### src/rtl/div_pkg.sv
// Shared definitions for the sequential signed divider: default sizes,
// the boundary operand constants and the controller state encoding.
package div_pkg;

  localparam int WIDTH = 32;
  localparam int CNT_W = 6;

  // Operand pair that cannot be represented as a quotient (INT_MIN / -1)
  localparam logic [31:0] INT_MIN = 32'h8000_0000;
  localparam logic [31:0] NEG_ONE = 32'hFFFF_FFFF;

  typedef enum logic [1:0] {
    IDLE = 2'd0,
    RUN  = 2'd1,
    FIX  = 2'd2,
    DONE = 2'd3
  } state_t;

endpackage

### src/rtl/div_step.sv
// One restoring-division iteration: shift the next dividend bit into the
// partial remainder, subtract the divisor if it fits, and record the
// resulting quotient bit in the vacated LSB of the dividend register.
module div_step #(
  parameter int WIDTH = 32
) (
  input  logic [WIDTH-1:0] rem,
  input  logic [WIDTH-1:0] dvd,
  input  logic [WIDTH-1:0] divisor,
  output logic [WIDTH-1:0] next_rem,
  output logic [WIDTH-1:0] next_dvd
);

  // Shifted remainder is one bit wider so the compare never loses the MSB
  logic [WIDTH:0] shifted;

  // Trial subtraction and quotient-bit insertion
  always_comb begin
    shifted  = {rem, dvd[WIDTH-1]};
    next_dvd = {dvd[WIDTH-2:0], 1'b0};
    next_rem = shifted[WIDTH-1:0];
    if (shifted >= {1'b0, divisor}) begin
      next_rem    = shifted[WIDTH-1:0] - divisor;
      next_dvd[0] = 1'b1;
    end
  end

endmodule

### src/rtl/seq_divider.sv
// Multi-cycle signed integer divider (restoring, one quotient bit per cycle).
// Operands are converted to magnitudes at start, divided over WIDTH cycles,
// sign-corrected in FIX and published with a one-cycle ready pulse in DONE.
// Optional: define SEQ_DIVIDER_REMAINDER_EN to produce the signed remainder;
// without it data_remainder is constantly zero.
module seq_divider
  import div_pkg::*;
#(
  parameter int WIDTH = div_pkg::WIDTH,
  parameter int CNT_W = div_pkg::CNT_W
) (
  input  logic             clock,
  input  logic             reset_n,
  input  logic [WIDTH-1:0] data_operandA,
  input  logic [WIDTH-1:0] data_operandB,
  input  logic             ctrl_DIV,
  output logic [WIDTH-1:0] data_result,
  output logic [WIDTH-1:0] data_remainder,
  output logic             data_exception,
  output logic             data_resultRDY,
  output logic             busy
);

  // Width-generic versions of INT_MIN and -1 for the overflow test
  localparam logic [WIDTH-1:0] MIN_VAL  = {1'b1, {(WIDTH-1){1'b0}}};
  localparam logic [WIDTH-1:0] ONES_VAL = {WIDTH{1'b1}};
  localparam logic [CNT_W-1:0] LAST_CNT = CNT_W'(WIDTH - 1);

  state_t           state_reg;
  logic [CNT_W-1:0] cnt_reg;
  logic [WIDTH-1:0] rem_reg;
  logic [WIDTH-1:0] dvd_reg;
  logic [WIDTH-1:0] dsr_reg;
  logic             sign_q_reg;
  logic             exc_reg;
  logic [WIDTH-1:0] quo_reg;

  logic [WIDTH-1:0] abs_a;
  logic [WIDTH-1:0] abs_b;
  logic             b_zero;
  logic             ovf;
  logic [WIDTH-1:0] step_rem;
  logic [WIDTH-1:0] step_dvd;

  // Operand magnitudes and the two exceptional cases, evaluated at start
  always_comb begin
    abs_a  = data_operandA[WIDTH-1] ? -data_operandA : data_operandA;
    abs_b  = data_operandB[WIDTH-1] ? -data_operandB : data_operandB;
    b_zero = (data_operandB == '0);
    ovf    = (data_operandA == MIN_VAL) && (data_operandB == ONES_VAL);
  end

  div_step #(
    .WIDTH(WIDTH)
  ) u_step (
    .rem     (rem_reg),
    .dvd     (dvd_reg),
    .divisor (dsr_reg),
    .next_rem(step_rem),
    .next_dvd(step_dvd)
  );

  // Controller and quotient datapath; a start strobe always wins, which
  // gives abort-and-restart in RUN/FIX and back-to-back issue from DONE
  always_ff @(posedge clock or negedge reset_n) begin
    if (!reset_n) begin
      state_reg      <= IDLE;
      cnt_reg        <= '0;
      rem_reg        <= '0;
      dvd_reg        <= '0;
      dsr_reg        <= '0;
      sign_q_reg     <= 1'b0;
      exc_reg        <= 1'b0;
      quo_reg        <= '0;
      data_result    <= '0;
      data_exception <= 1'b0;
      data_resultRDY <= 1'b0;
      busy           <= 1'b0;
    end else begin
      data_resultRDY <= 1'b0;

      case (state_reg)
        RUN: begin
          rem_reg <= step_rem;
          dvd_reg <= step_dvd;
          cnt_reg <= cnt_reg + 1'b1;
          if (cnt_reg == LAST_CNT) begin
            state_reg <= FIX;
          end
        end
        FIX: begin
          quo_reg   <= sign_q_reg ? -dvd_reg : dvd_reg;
          state_reg <= DONE;
        end
        DONE: begin
          data_result    <= quo_reg;
          data_exception <= exc_reg;
          data_resultRDY <= 1'b1;
          busy           <= 1'b0;
          state_reg      <= IDLE;
        end
        default: ;
      endcase

      if (ctrl_DIV) begin
        dvd_reg    <= abs_a;
        dsr_reg    <= abs_b;
        rem_reg    <= '0;
        cnt_reg    <= '0;
        sign_q_reg <= data_operandA[WIDTH-1] ^ data_operandB[WIDTH-1];
        exc_reg    <= b_zero | ovf;
        busy       <= 1'b1;
        if (b_zero) begin
          // Nothing to iterate: publish zero on the next edge
          quo_reg   <= '0;
          state_reg <= DONE;
        end else begin
          state_reg <= RUN;
        end
      end
    end
  end

`ifdef SEQ_DIVIDER_REMAINDER_EN
  logic             sign_r_reg;
  logic [WIDTH-1:0] rfix_reg;

  // Remainder takes the dividend's sign; divide-by-zero returns the dividend
  always_ff @(posedge clock or negedge reset_n) begin
    if (!reset_n) begin
      sign_r_reg     <= 1'b0;
      rfix_reg       <= '0;
      data_remainder <= '0;
    end else begin
      if (state_reg == FIX) begin
        rfix_reg <= sign_r_reg ? -rem_reg : rem_reg;
      end
      if (state_reg == DONE) begin
        data_remainder <= rfix_reg;
      end
      if (ctrl_DIV) begin
        sign_r_reg <= data_operandA[WIDTH-1];
        if (b_zero) begin
          rfix_reg <= data_operandA;
        end
      end
    end
  end
`else
  assign data_remainder = '0;
`endif

endmodule

### config.mk
export PLATFORM = sky130hd
export DESIGN_NAME = seq_divider
export DESIGN_NICKNAME = d
export VERILOG_FILES = /design/src/rtl/div_pkg.sv /design/src/rtl/div_step.sv /design/src/rtl/seq_divider.sv
export SDC_FILE = /design/constraint.sdc
export NUM_CORES = 1
export LEC_CHECK = 0
export ABC_AREA = 1
export BUFFER_PORTS_ARGS = -buffer_cell sky130_fd_sc_hd__buf_2
export CELL_PAD_IN_SITES_DETAIL_PLACEMENT = 1
export CELL_PAD_IN_SITES_GLOBAL_PLACEMENT = 1
export CORE_ASPECT_RATIO = 1.75
export CORE_MARGIN = 2
export CORE_UTILIZATION = 40
export DETAILED_ROUTE_END_ITERATION = 6
export PLACE_DENSITY_LB_ADDON = 0.12
export SLEW_MARGIN = 10
export SYNTH_ARGS = -nofsm -noshare
export SYNTH_HDL_FRONTEND = slang
export SYNTH_SLANG_ARGS = --single-unit
### constraint.sdc
create_clock -name clock -period 2.5 [get_ports clock]
set_input_delay 0.25 -clock clock [delete_from_list [all_inputs] [get_ports clock]]
set_output_delay 0.25 -clock clock [all_outputs]
set_load 0.005 [all_outputs]
Word level (Yosys, flattened, before mapping)
Index checks and enable logic that the tools add are counted.
- order comparisons: 1
- muxes and demuxes: 21
- reductions and logical operators: 6
- eq/ne operators: 7
- add/subtract/negate cells: 5
- bitwise operators: 2
- operator list (kind ; count):
    $mux W32 ; 11
    $neg A32 Y32 ; 3
    $eq A32 B32 Y1 const B ; 2
    $ge A33 B32 Y1 ; 1
    $logic_not A32 Y1 ; 1
    $sub A32 B32 Y32 ; 1
    $mux W6 ; 2
    $add A6 B1 Y6 const B ; 1
    $eq A6 B5 Y1 const B ; 1
    $mux W2 ; 3
    $pmux W2 S3 ; 1
    $eq A2 B2 Y1 const B ; 2
    $mux W1 ; 4
    $reduce_bool A2 Y1 ; 2
    $reduce_bool A4 Y1 ; 1
    $ne A3 B3 Y1 const B ; 1
    $eq A2 B1 Y1 const B ; 1
    $reduce_and A2 Y1 ; 1
    $logic_and A1 B1 Y1 ; 1
    $or A1 B1 Y1 ; 1
    $xor A1 B1 Y1 ; 1
- input bits: 67
- register bits: 173
- logic and storage cells: 54
- output and inout port bits: 67

Longest topological paths before layout
Gate-level depths: netlist of the first run.
- depth after elaboration: 5
- mapped depth: 17
- depth with buffers taken out: 16

Modules after synthesis
A second synthesis of the first run with hierarchy kept.
- cell total of the unflattened synthesis: 2057
- area total of the unflattened synthesis: 13560.5 µm²
- by module, submodules not included (module ; area an instance (µm²) ; sequential area each (µm²) ; times used ; cells an instance):
    seq_divider ; 10109.7 ; 4329.2 ; 1 ; 1370
    div_step ; 3450.8 ; 0.0 ; 1 ; 687

Worst setup path after synthesis of the first run
No wires, ideal clock.
- kind: flip-flop to flip-flop
- start point: register dvd_reg[31]
- end point: register rem_reg[30]
- setup time: 0.116 ns
- stages on the path, launching flop included: 16
- required time: 2.384 ns
- path buffers: 0
- path slack: 0.512 ns
- clock period less this slack: 1.988 ns
- arrival time: 1.871 ns
- cells stage by stage: dfrtp_1 -> inv_1 -> ha_1 -> fa_1 -> inv_1 -> nand3_1 -> nand3_1 -> nand2_1 -> nand2_1 -> nand2_1 -> nand2_1 -> nand2_1 -> nand3_1 -> nand3_1 -> nand2_1 -> nand2_1
- word-level cells in the longest chain between the ends: 4
- elaborated cells on any way between the ends: 5
- classes of those cells: add/sub (1); order compare (1); mux (3)
- ends and longest elaborated chain (what ; RTL line ; text):
    start, declared ; seq_divider.sv:32 ; logic [WIDTH-1:0] dvd_reg;
    start signal, assigned ; seq_divider.sv:85 ; dvd_reg <= step_dvd;
    start signal, assigned ; seq_divider.sv:106 ; dvd_reg <= abs_a;
    $sub A32 B32 Y32 or $ge A33 B32 Y1 (tied branches) ; div_step.sv:23, div_step.sv:22 ;
    $mux W32 (*) ; div_step.sv:22 ; if (shifted >= {1'b0, divisor}) begin
    $mux W32 (*) ; seq_divider.sv:82 ; case (state_reg)
    $mux W32 (*) ; seq_divider.sv:105 ; if (ctrl_DIV) begin
    end signal, assigned ; seq_divider.sv:84 ; rem_reg <= step_rem;
    end, declared ; seq_divider.sv:31 ; logic [WIDTH-1:0] rem_reg;
Mark *: on every way between the ends. The rest lies on a longest branch, timed or not. The select of a mux whose other input is x is not followed.
A chain may end at the register's enable or synchronous reset.

Final worst setup path of the first run
- start point: register dsr_reg[18]
- end point: register dvd_reg[0]
- word-level cells in the longest chain between the ends: 4
- ends and longest elaborated chain (what ; RTL line ; text):
    start, declared ; seq_divider.sv:33 ; logic [WIDTH-1:0] dsr_reg;
    start signal, assigned ; seq_divider.sv:107 ; dsr_reg <= abs_b;
    $ge A33 B32 Y1 ; div_step.sv:22 ;
    $mux W1 ; div_step.sv:22 ;
    $mux W32 ; seq_divider.sv:82 ;
    $mux W32 ; seq_divider.sv:105 ;
Every way passes these cells. The select of a mux whose other input is x is not followed.

==> impl_metrics.env, run 1 <==
export IMPL_netlist_instances=1938
export IMPL_place_area_sq_um=13900
export IMPL_viasPerCell=5.41
export IMPL_core_sq_um=31500
export IMPL_drtAntennaViolNets=0
export IMPL_dieArea_sq_um=33600
export IMPL_hold_path_class="in -> reg"
export IMPL_place_hpwl_microns=39800
export IMPL_layout_nets=2155
export IMPL_synth_top_flop_cell="dfrtp_1"
export IMPL_fp_dieW_microns=139
export IMPL_max_clock_freq_mhz=404
export IMPL_layoutNonFillerInstCount=2459
export IMPL_startpoint_type="register"
export IMPL_outcome="complete, no violations"
export IMPL_critical_path_required_ns=2.83
export IMPL_numPortBuffers=101
export IMPL_antenna_found_initial=0
export IMPL_final_core_util=0.468
export IMPL_rows=86
export IMPL_drtPass1Iterations=5
export IMPL_worst_pin_slew_ns=1.01
export IMPL_area_growth_pct=15.0
export IMPL_netSwitchingFraction=0.481
export IMPL_dp_cells=2422
export IMPL_yosysWarnings=0
export IMPL_initial_core_util=0.407
export IMPL_crit_path_end_kind="register"
export IMPL_grt_overflow=0
export IMPL_power_frac_seq=0.268
export IMPL_drt_initial_drc_count=518
export IMPL_grt_pass1_vias=14500
export IMPL_cts_max_path_buffers=2
export IMPL_power_density_nw_per_um2=1120
export IMPL_whs_path_depth=3
export IMPL_htreeDepth=4
export IMPL_hold_viol=0
export IMPL_slew_headroom=0.326
export IMPL_drt_wl_total_microns=50200
export IMPL_fp_dieH_microns=241
export IMPL_io_pins=134
export IMPL_arrival_ns=2.81
export IMPL_fin_area_sq_um=14800
export IMPL_clock_skew_ns=0.0203
export IMPL_grtUsageTotal=0.304
export IMPL_synth_edf_count=0
export IMPL_worst_skew_pair_late_latency_ns=0.48
export IMPL_net_switching_power_uw=7920
export IMPL_internal_power_uw=8560
export IMPL_tritoncts="yes"
export IMPL_final_cell_mix="nand2_1, inv_1, dfrtp_1"
export IMPL_clock_root_buffer="clkbuf_16"
export IMPL_design_power_total_uw=16500
export IMPL_final_common_cell="nand2_1"
export IMPL_grt_pass1_wl_microns=77700
export IMPL_ys_seq_area_frac=0.337
export IMPL_path_class="reg -> reg"
export IMPL_drcViolationCount=0
export IMPL_setup_violations=0
export IMPL_numCtsBuffers=17
export IMPL_gp_congestion=0.968
export IMPL_p_leak_uw=0.00767
export IMPL_fillers=4195
export IMPL_synth_area_per_cell_sq_um=6.62
export IMPL_path_clk_slew_ns=0.08
export IMPL_diodes=0
export IMPL_post_place_ws_ns=-0.119
export IMPL_fin_crit_sh=0.990
export IMPL_wl_per_cell_microns=20.4
export IMPL_power_frac_comb=0.555
export IMPL_ir_drop_mv=1.25
export IMPL_rr_worst_depth=16
export IMPL_power_frac_clock=0.178
export IMPL_path_max_fanout=5
export IMPL_slew_viol_final=0
export IMPL_fin_crit_ns=2.48
export IMPL_synth_seq_cells=173
export IMPL_vias=13300
export IMPL_grt_max_degree=71
export IMPL_synthArstFlopShare=1.00
export IMPL_layout_setup_ws_ns=0.0239
export IMPL_drive_gt1_frac=0.133
export IMPL_syn_area_sq_um=12800
export IMPL_maxCapViolCount=0
export IMPL_synth_distinct_cells=51
export IMPL_cts_sinks=173
-- cell type report --
cell class                 count  area [sq um]  share of cell area
clock buffer                  17           425              0.0288
clock inverter                15           214              0.0145
tap                          396           495              0.0336
timing repair buffer         157          1060              0.0721
inverter                     272          1020              0.0692
multi-input combinational   1429          7200               0.488
sequential                   173          4330               0.293
-- stage by stage --
stage	hold slack (ns)	TNS [ns]
floorplan	-0.0456	0
global placement	0.204	-0.274
detailed placement	0.205	-0.269
CTS	0.111	0
global route	0.141	-0.833
finish	0.121	0
-- cells in the mapped netlist (12+ instances only) --
library cell / n / area (sq um)
clkbuf_1: 37 / 139
nor2_1: 163 / 612
o21ai_0: 106 / 531
nand2_1: 613 / 2300
o221ai_1: 13 / 114
nand3b_1: 21 / 158
buf_2: 12 / 60.1
buf_4: 34 / 255
xnor2_1: 20 / 175
dfrtp_1: 173 / 4330
xor2_1: 26 / 228
nor3_1: 18 / 90.1
o22ai_1: 12 / 75.1
nand3_1: 167 / 836
a21oi_1: 60 / 300
ha_1: 37 / 463
inv_1: 260 / 976
nand4_1: 33 / 206
-- final timing paths --
check,from,endpoint,slack (ns)
worst max register to register,dsr_reg[18],dvd_reg[0],0.02
min in group asynchronous,reset_n,dvd_reg[10],0.28
worst min-delay path,data_operandB[0],dsr_reg[0],0.12
worst max-delay path,dsr_reg[18],dvd_reg[0],0.02
worst min register to register,quo_reg[10],data_result[10],0.47
max in group asynchronous,reset_n,dsr_reg[29],1.46
-- what timing repair did --
| action | in CTS | in global routing |
|---|---|---|
| resized for setup | 5 | 27 |
| hold buffers | 1 | 0 |
| endpoints found under the hold margin | 35 | 0 |
| setup endpoints to repair | 8 | 33 |
| buffers inserted | 0 | 3 |
| pin swaps | 0 | 4 |
| gates cloned | 0 | 1 |
-- power by group through the flow --
stage | combinational, uW | clock, uW | sequential [uW]
global route | 10100 | 3060 | 4510
finish | 9140 | 2920 | 4410
CTS | 8640 | 2970 | 4400
floorplan | 5700 | 0 | 4240
detailed placement | 8540 | 0 | 4440
global placement | 8400 | 0 | 4410
-- kinds of logic after synthesis --
| logic type | after synthesis | synth area share |
|---|---|---|
| compound gates | 252 | 0.114 |
| other cells | 1 | 0.000292 |
| flops | 173 | 0.337 |
| fa+ha+maj | 38 | 0.0377 |
| buf+inv | 367 | 0.122 |
| simple gates | 1061 | 0.357 |
| xor+xnor | 46 | 0.0314 |
-- critical path, cell delays in order (launching register included) --
cell	delay, ns
dfrtp_1	0.39
inv_1	0.22
ha_4	0.27
nand2_1	0.12
nand2_1	0.06
nand2_1	0.05
nand2_1	0.06
nand2_1	0.06
nand2_1	0.11
nand2_1	0.09
nand2_1	0.08
nor2_4	0.14
buf_12	0.14
nand2_8	0.07
nand2_2	0.21
buf_12	0.14
o221ai_1	0.11
-- metal layers --
metal,routed length (microns),part of all wire,vias up,track usage
met5,0,0,-,0
met2,28500,0.57,263,0.612
met4,4680,0.093,0,0.254
met3,881,0.018,182,0.0288
li1,-,-,6342,-
met1,16100,0.32,6519,0.264
(Power assumes the default switching activity.)
==> inputs of run 2 (changes only) <==
- CTS_BUF_LIST: unset -> sky130_fd_sc_hd__clkbuf_4 sky130_fd_sc_hd__clkbuf_8
==> run 2 against run 1 <==
Against the previous run: first-iteration DRC count increased by 2.5%; worst hold slack got worse by 0.059 ns; sequential share of layout area increased by 0.37 points; combinational power about the same; critical path depth decreased by 4; highest routed layer unchanged.
==> impl_metrics.env, run 2 (synthesized netlist as in run 1, its figures left out) <==
export IMPL_outcome="complete, no violations"
export IMPL_place_area_sq_um=13900
export IMPL_cp_num_buf_inv=2
export IMPL_hold_ws_ns=0.0624
export IMPL_wl_met3_microns=892
export IMPL_clock_skew_ns=0.0285
export IMPL_drcViolationCount=0
export IMPL_drt_initial_drc_count=531
export IMPL_setup_violations=0
export IMPL_path_max_fanout=16
export IMPL_dieArea_sq_um=33600
export IMPL_crit_chain="inv_1 > ha_4 > nand2_1 > nor2_4 > nand2_2 > nor4_4 > nand2_4 > nand2_8 > buf_16 > nand3_1 > nand2_1 > nand2_1"
export IMPL_fin_area_sq_um=14600
export IMPL_grtUsageTotal=0.302
export IMPL_grt_max_degree=71
export IMPL_met1_length_microns=15900
export IMPL_ir_drop_mv=1.46
export IMPL_tritoncts="yes"
export IMPL_numPortBuffers=101
export IMPL_vias=13300
export IMPL_crit_path_end_kind="register"
export IMPL_routed_top_layer="met4"
export IMPL_grt_pass1_vias=14500
export IMPL_worst_pin_slew_ns=1.01
export IMPL_fp_dieH_microns=241
export IMPL_io_pins=134
export IMPL_cts_max_path_buffers=2
export IMPL_hold_viol=0
export IMPL_hold_path_class="in -> reg"
export IMPL_antenna_found_initial=1
export IMPL_p_leak_uw=0.00759
export IMPL_maxCapViolCount=0
export IMPL_slew_headroom=0.324
export IMPL_arrival_ns=2.89
export IMPL_fin_crit_ns=2.46
export IMPL_drive_gt1_frac=0.133
export IMPL_fin_crit_sh=0.983
export IMPL_path_class="reg -> reg"
export IMPL_layout_nets=2155
export IMPL_max_clock_freq_mhz=407
export IMPL_crit_top_cell="nand2_1"
export IMPL_cp_slowest_cell="nor4_4"
export IMPL_viasPerCell=5.41
export IMPL_fp_dieW_microns=139
export IMPL_final_cell_mix="nand2_1, inv_1, dfrtp_1"
export IMPL_max_stage_delay_ns=0.41
export IMPL_critical_path_top_delay_family="simple AND/OR/NAND/NOR gates"
export IMPL_worst_skew_pair_late_latency_ns=0.54
export IMPL_drtAntennaViolNets=0
export IMPL_final_common_cell="nand2_1"
export IMPL_htreeDepth=4
export IMPL_grt_overflow=0
export IMPL_core_sq_um=31500
export IMPL_rows=86
export IMPL_grt_pass1_wl_microns=77200
export IMPL_cts_sinks=173
export IMPL_slew_viol_final=0
export IMPL_initial_core_util=0.407
export IMPL_drt_wl_total_microns=49900
export IMPL_drtPass1Iterations=4
export IMPL_path_clk_slew_ns=0.12
export IMPL_area_growth_pct=13.6
export IMPL_gp_congestion=0.968
export IMPL_wl_met2_microns=28200
export IMPL_startpoint_type="register"
export IMPL_fin_setup_tns_ns=0
export IMPL_numCtsBuffers=17
export IMPL_critical_path_required_ns=2.93
export IMPL_place_hpwl_microns=39800
export IMPL_wl_per_cell_microns=20.3
export IMPL_power_density_nw_per_um2=1080
export IMPL_clock_root_buffer="clkbuf_8"
[run 2: area by class of cell]
class / count / area, sq um
Fill cell: 4249 / 17000
Clock buffer: 17 / 234
Clock inverter: 15 / 214
Antenna cell: 1 / 2.50
Multi-Input combinational cell: 1429 / 7210
Timing Repair Buffer: 157 / 1060
Inverter: 272 / 1020
Sequential cell: 173 / 4330
Tap cell: 396 / 495
[run 2: what timing repair did]
action / 4_1_cts / 5_1_grt
pin swaps: 0 / 4
endpoints found under the setup margin: 10 / 33
setup buffers: 0 / 3
resized for setup: 5 / 27
hold buffers: 1 / 0
cloned: 0 / 1
endpoints found under the hold margin: 35 / 0
[run 2: tightest hold or removal path, cell delays in order]
cell	delay [ns]
buf_2	0.13
inv_1	0.09
o21ai_0	0.08
[run 2: per-layer routing]
metal | GRT usage | vias to the layer above
met5 | 0 | -
met4 | 0.258 | 0
met3 | 0.0304 | 192
met2 | 0.606 | 274
met1 | 0.261 | 6497
li1 | - | 6334
[run 2: where the power goes]
group	switching (uW)	internal (uW)
clock network	1430	816
registers	693	3710
logic	5690	3440
total	7800	7970
[run 2: worst paths after layout]
| kind | start | to | slack [ns] | cells after the start |
|---|---|---|---|---|
| worst max-delay path | dsr_reg[18] | rem_reg[26] | 0.04 | 12 |
| min in group asynchronous | reset_n | dvd_reg[10] | 0.21 | 2 |
| worst min-delay path | data_operandB[0] | dsr_reg[0] | 0.06 | 3 |
| max in group asynchronous | reset_n | dsr_reg[29] | 1.51 | 3 |
| worst max register to register | dsr_reg[18] | rem_reg[26] | 0.04 | 12 |
| worst min register to register | quo_reg[10] | data_result[10] | 0.48 | 2 |
[run 2: through the flow]
| step | total power, uW | worst slack [ns] | utilization | std cells |
|---|---|---|---|---|
| finish | 15800 | 0.0416 | 0.462 | 2460 |
| global route | 17000 | -0.0532 | 0.462 | 2460 |
| CTS | 15300 | 0.0159 | 0.456 | 2455 |
| detailed placement | 13000 | -0.119 | 0.441 | 2422 |
| global placement | 12800 | -0.113 | 0.441 | 2422 |
| floorplan | 9940 | 0.512 | - | 1969 |
==> inputs of run 3 (changes only) <==
- CORE_UTILIZATION: 40 -> 44
- SLEW_MARGIN: 10 -> unset
==> run 3 against run 2 <==
Against the previous run: clock skew shrank 0.0050 ns; sequential share of layout area rose by 0.19 points; non-clock buffer count rose by 11; critical path depth shrank 1; first-iteration DRC count is 3.2% higher; largest cell class unchanged; largest power group unchanged.
==> impl_metrics.env, run 3 (synthesized netlist as in run 1, its figures left out) <==
export IMPL_outcome="complete, no violations"
export IMPL_grt_max_degree=58
export IMPL_fp_dieW_microns=133
export IMPL_hold_path_class="in -> reg"
export IMPL_drcViolationCount=0
export IMPL_final_common_cell="nand2_1"
export IMPL_layoutNonFillerInstCount=2453
export IMPL_path_clk_slew_ns=0.12
export IMPL_gp_congestion=0.970
export IMPL_power_density_nw_per_um2=1060
export IMPL_timing_reg2reg_setup_slack_ns=0.12
export IMPL_critical_path_required_ns=2.93
export IMPL_max_stage_delay_ns=0.40
export IMPL_htreeDepth=4
export IMPL_worst_skew_pair_late_latency_ns=0.52
export IMPL_hold_viol=0
export IMPL_fin_crit_ns=2.38
export IMPL_dp_cells=2418
export IMPL_fin_crit_sh=0.954
export IMPL_hp_start="data_operandB[27]"
export IMPL_cts_max_path_buffers=2
export IMPL_grt_pass1_vias=14700
export IMPL_core_sq_um=28600
export IMPL_cp_startpoint="rem_reg[8]"
export IMPL_drive_gt1_frac=0.133
export IMPL_grtUsageTotal=0.331
export IMPL_drtAntennaViolNets=0
export IMPL_drt_initial_drc_count=548
export IMPL_clock_root_buffer="clkbuf_8"
export IMPL_startpoint_type="register"
export IMPL_crit_path_end_kind="register"
export IMPL_design_power_total_uw=15400
export IMPL_arrival_ns=2.81
export IMPL_r2r_start="rem_reg[8]"
export IMPL_grt_overflow=0
export IMPL_antenna_found_initial=1
export IMPL_viasPerCell=5.40
export IMPL_clock_skew_ns=0.0235
export IMPL_cp_slowest_cell="dfrtp_1"
export IMPL_slew_viol_final=0
export IMPL_post_place_ws_ns=-0.146
export IMPL_power_frac_comb=0.579
export IMPL_fin_setup_tns_ns=0
export IMPL_numCtsBuffers=17
export IMPL_path_max_fanout=4
export IMPL_maxCapViolCount=0
export IMPL_crit_chain="ha_1 > nand2_1 > buf_4 > nor2_1 > nand3_1 > nand3b_1 > nand2_1 > nand4_1 > nand3_1 > nand2_1 > nand2_1"
export IMPL_area_growth_pct=12.8
export IMPL_internal_power_uw=7850
export IMPL_grt_pass1_wl_microns=77000
export IMPL_layout_setup_ws_ns=0.115
export IMPL_setup_violations=0
export IMPL_rows=82
export IMPL_final_cell_mix="nand2_1, inv_1, dfrtp_1"
export IMPL_worst_pin_slew_ns=1.10
export IMPL_numPortBuffers=101
export IMPL_power_frac_seq=0.288
export IMPL_path_class="reg -> reg"
export IMPL_place_hpwl_microns=40100
export IMPL_wl_per_cell_microns=20.1
export IMPL_net_switching_power_uw=7510
export IMPL_dieArea_sq_um=30600
export IMPL_power_frac_clock=0.133
export IMPL_fp_dieH_microns=230
export IMPL_initial_core_util=0.448
export IMPL_layout_nets=2166
export IMPL_fillers=3881
export IMPL_slew_headroom=0.263
export IMPL_drt_wl_total_microns=49400
export IMPL_p_leak_uw=0.00759
export IMPL_tritoncts="yes"
export IMPL_ir_drop_mv=0.702
export IMPL_vias=13200
export IMPL_max_clock_freq_mhz=419
export IMPL_crit_top_cell="nand2_1"
export IMPL_netSwitchingFraction=0.489
export IMPL_cts_sinks=173
export IMPL_drtPass1Iterations=4
export IMPL_io_pins=134
run 3: cell count changes in the layout (fill, tap and decap cells not counted), moves of 4 or more:
| cell | previous run | this run |
|---|---|---|
| nand2_2 | 19 | 12 |
| nor2_2 | 9 | 13 |
| nand2_1 | 603 | 610 |
| clkinv_8 | 5 | 0 |
| buf_4 | 45 | 57 |
| inv_12 | 5 | 0 |
run 3: worst paths after layout:
path | endpoint | depth (start not counted)
worst min register to register | data_result[23] | 2
worst min-delay path | dsr_reg[27] | 4
worst max-delay path | rem_reg[26] | 11
min in group asynchronous | dvd_reg[10] | 2
max in group asynchronous | cnt_reg[1] | 3
worst max register to register | rem_reg[26] | 11
run 3: area by class of cell:
class,count,area [sq um],area share
diodes,1,2.50,0.000173
clock buffers,18,241,0.0167
clock inverters,14,146,0.0101
inverters,272,1020,0.0705
multi-input cells,1429,7150,0.494
flip-flops and latches,173,4330,0.299
well taps,378,473,0.0327
repair buffers,168,1110,0.0765
run 3: timing repair:
| action | 4_1_cts | 5_1_grt |
|---|---|---|
| hold buffers | 1 | 0 |
| endpoints found under the setup margin | 6 | 32 |
| gates cloned | 0 | 0 |
| endpoints found under the hold margin | 45 | 0 |
| setup buffers | 0 | 1 |
| pin swaps | 0 | 1 |
| resized for setup | 4 | 19 |
run 3: through the flow:
| stage | util | hold WS [ns] | cell area [sq um] |
|---|---|---|---|
| 2_1_floorplan | - | -0.0456 | 12900 |
| 3_5_place_dp | 0.487 | 0.273 | 14000 |
| 4_1_cts | 0.502 | 0.0167 | 14400 |
| 3_3_place_gp | 0.487 | 0.262 | 14000 |
| 5_1_grt | 0.506 | 0.0699 | 14500 |
| 6_report | 0.506 | 0.0452 | 14500 |
run 3: power groups by stage:
stage	clock network, uW	registers, uW	logic (uW)
after floorplan	0	4240	5700
after global placement	0	4420	8400
after detailed placement	0	4450	8650
after CTS	2110	4400	8700
after global routing	2180	4520	9900
final	2040	4420	8900
run 3: per-layer routing:
layer / share of wire / GRT usage
met5: 0.00032 / 0
met4: 0.079 / 0.241
met1: 0.32 / 0.289
met3: 0.023 / 0.0359
met2: 0.58 / 0.674
run 3: worst max-delay path, delay by kind of cell (launching register included):
kind                       cells  cell delay, ns
DFF                            1            0.40
buffers and inverters          1            0.15
and+or+nand+nor                9            1.40
adders and majority gates      1            0.37
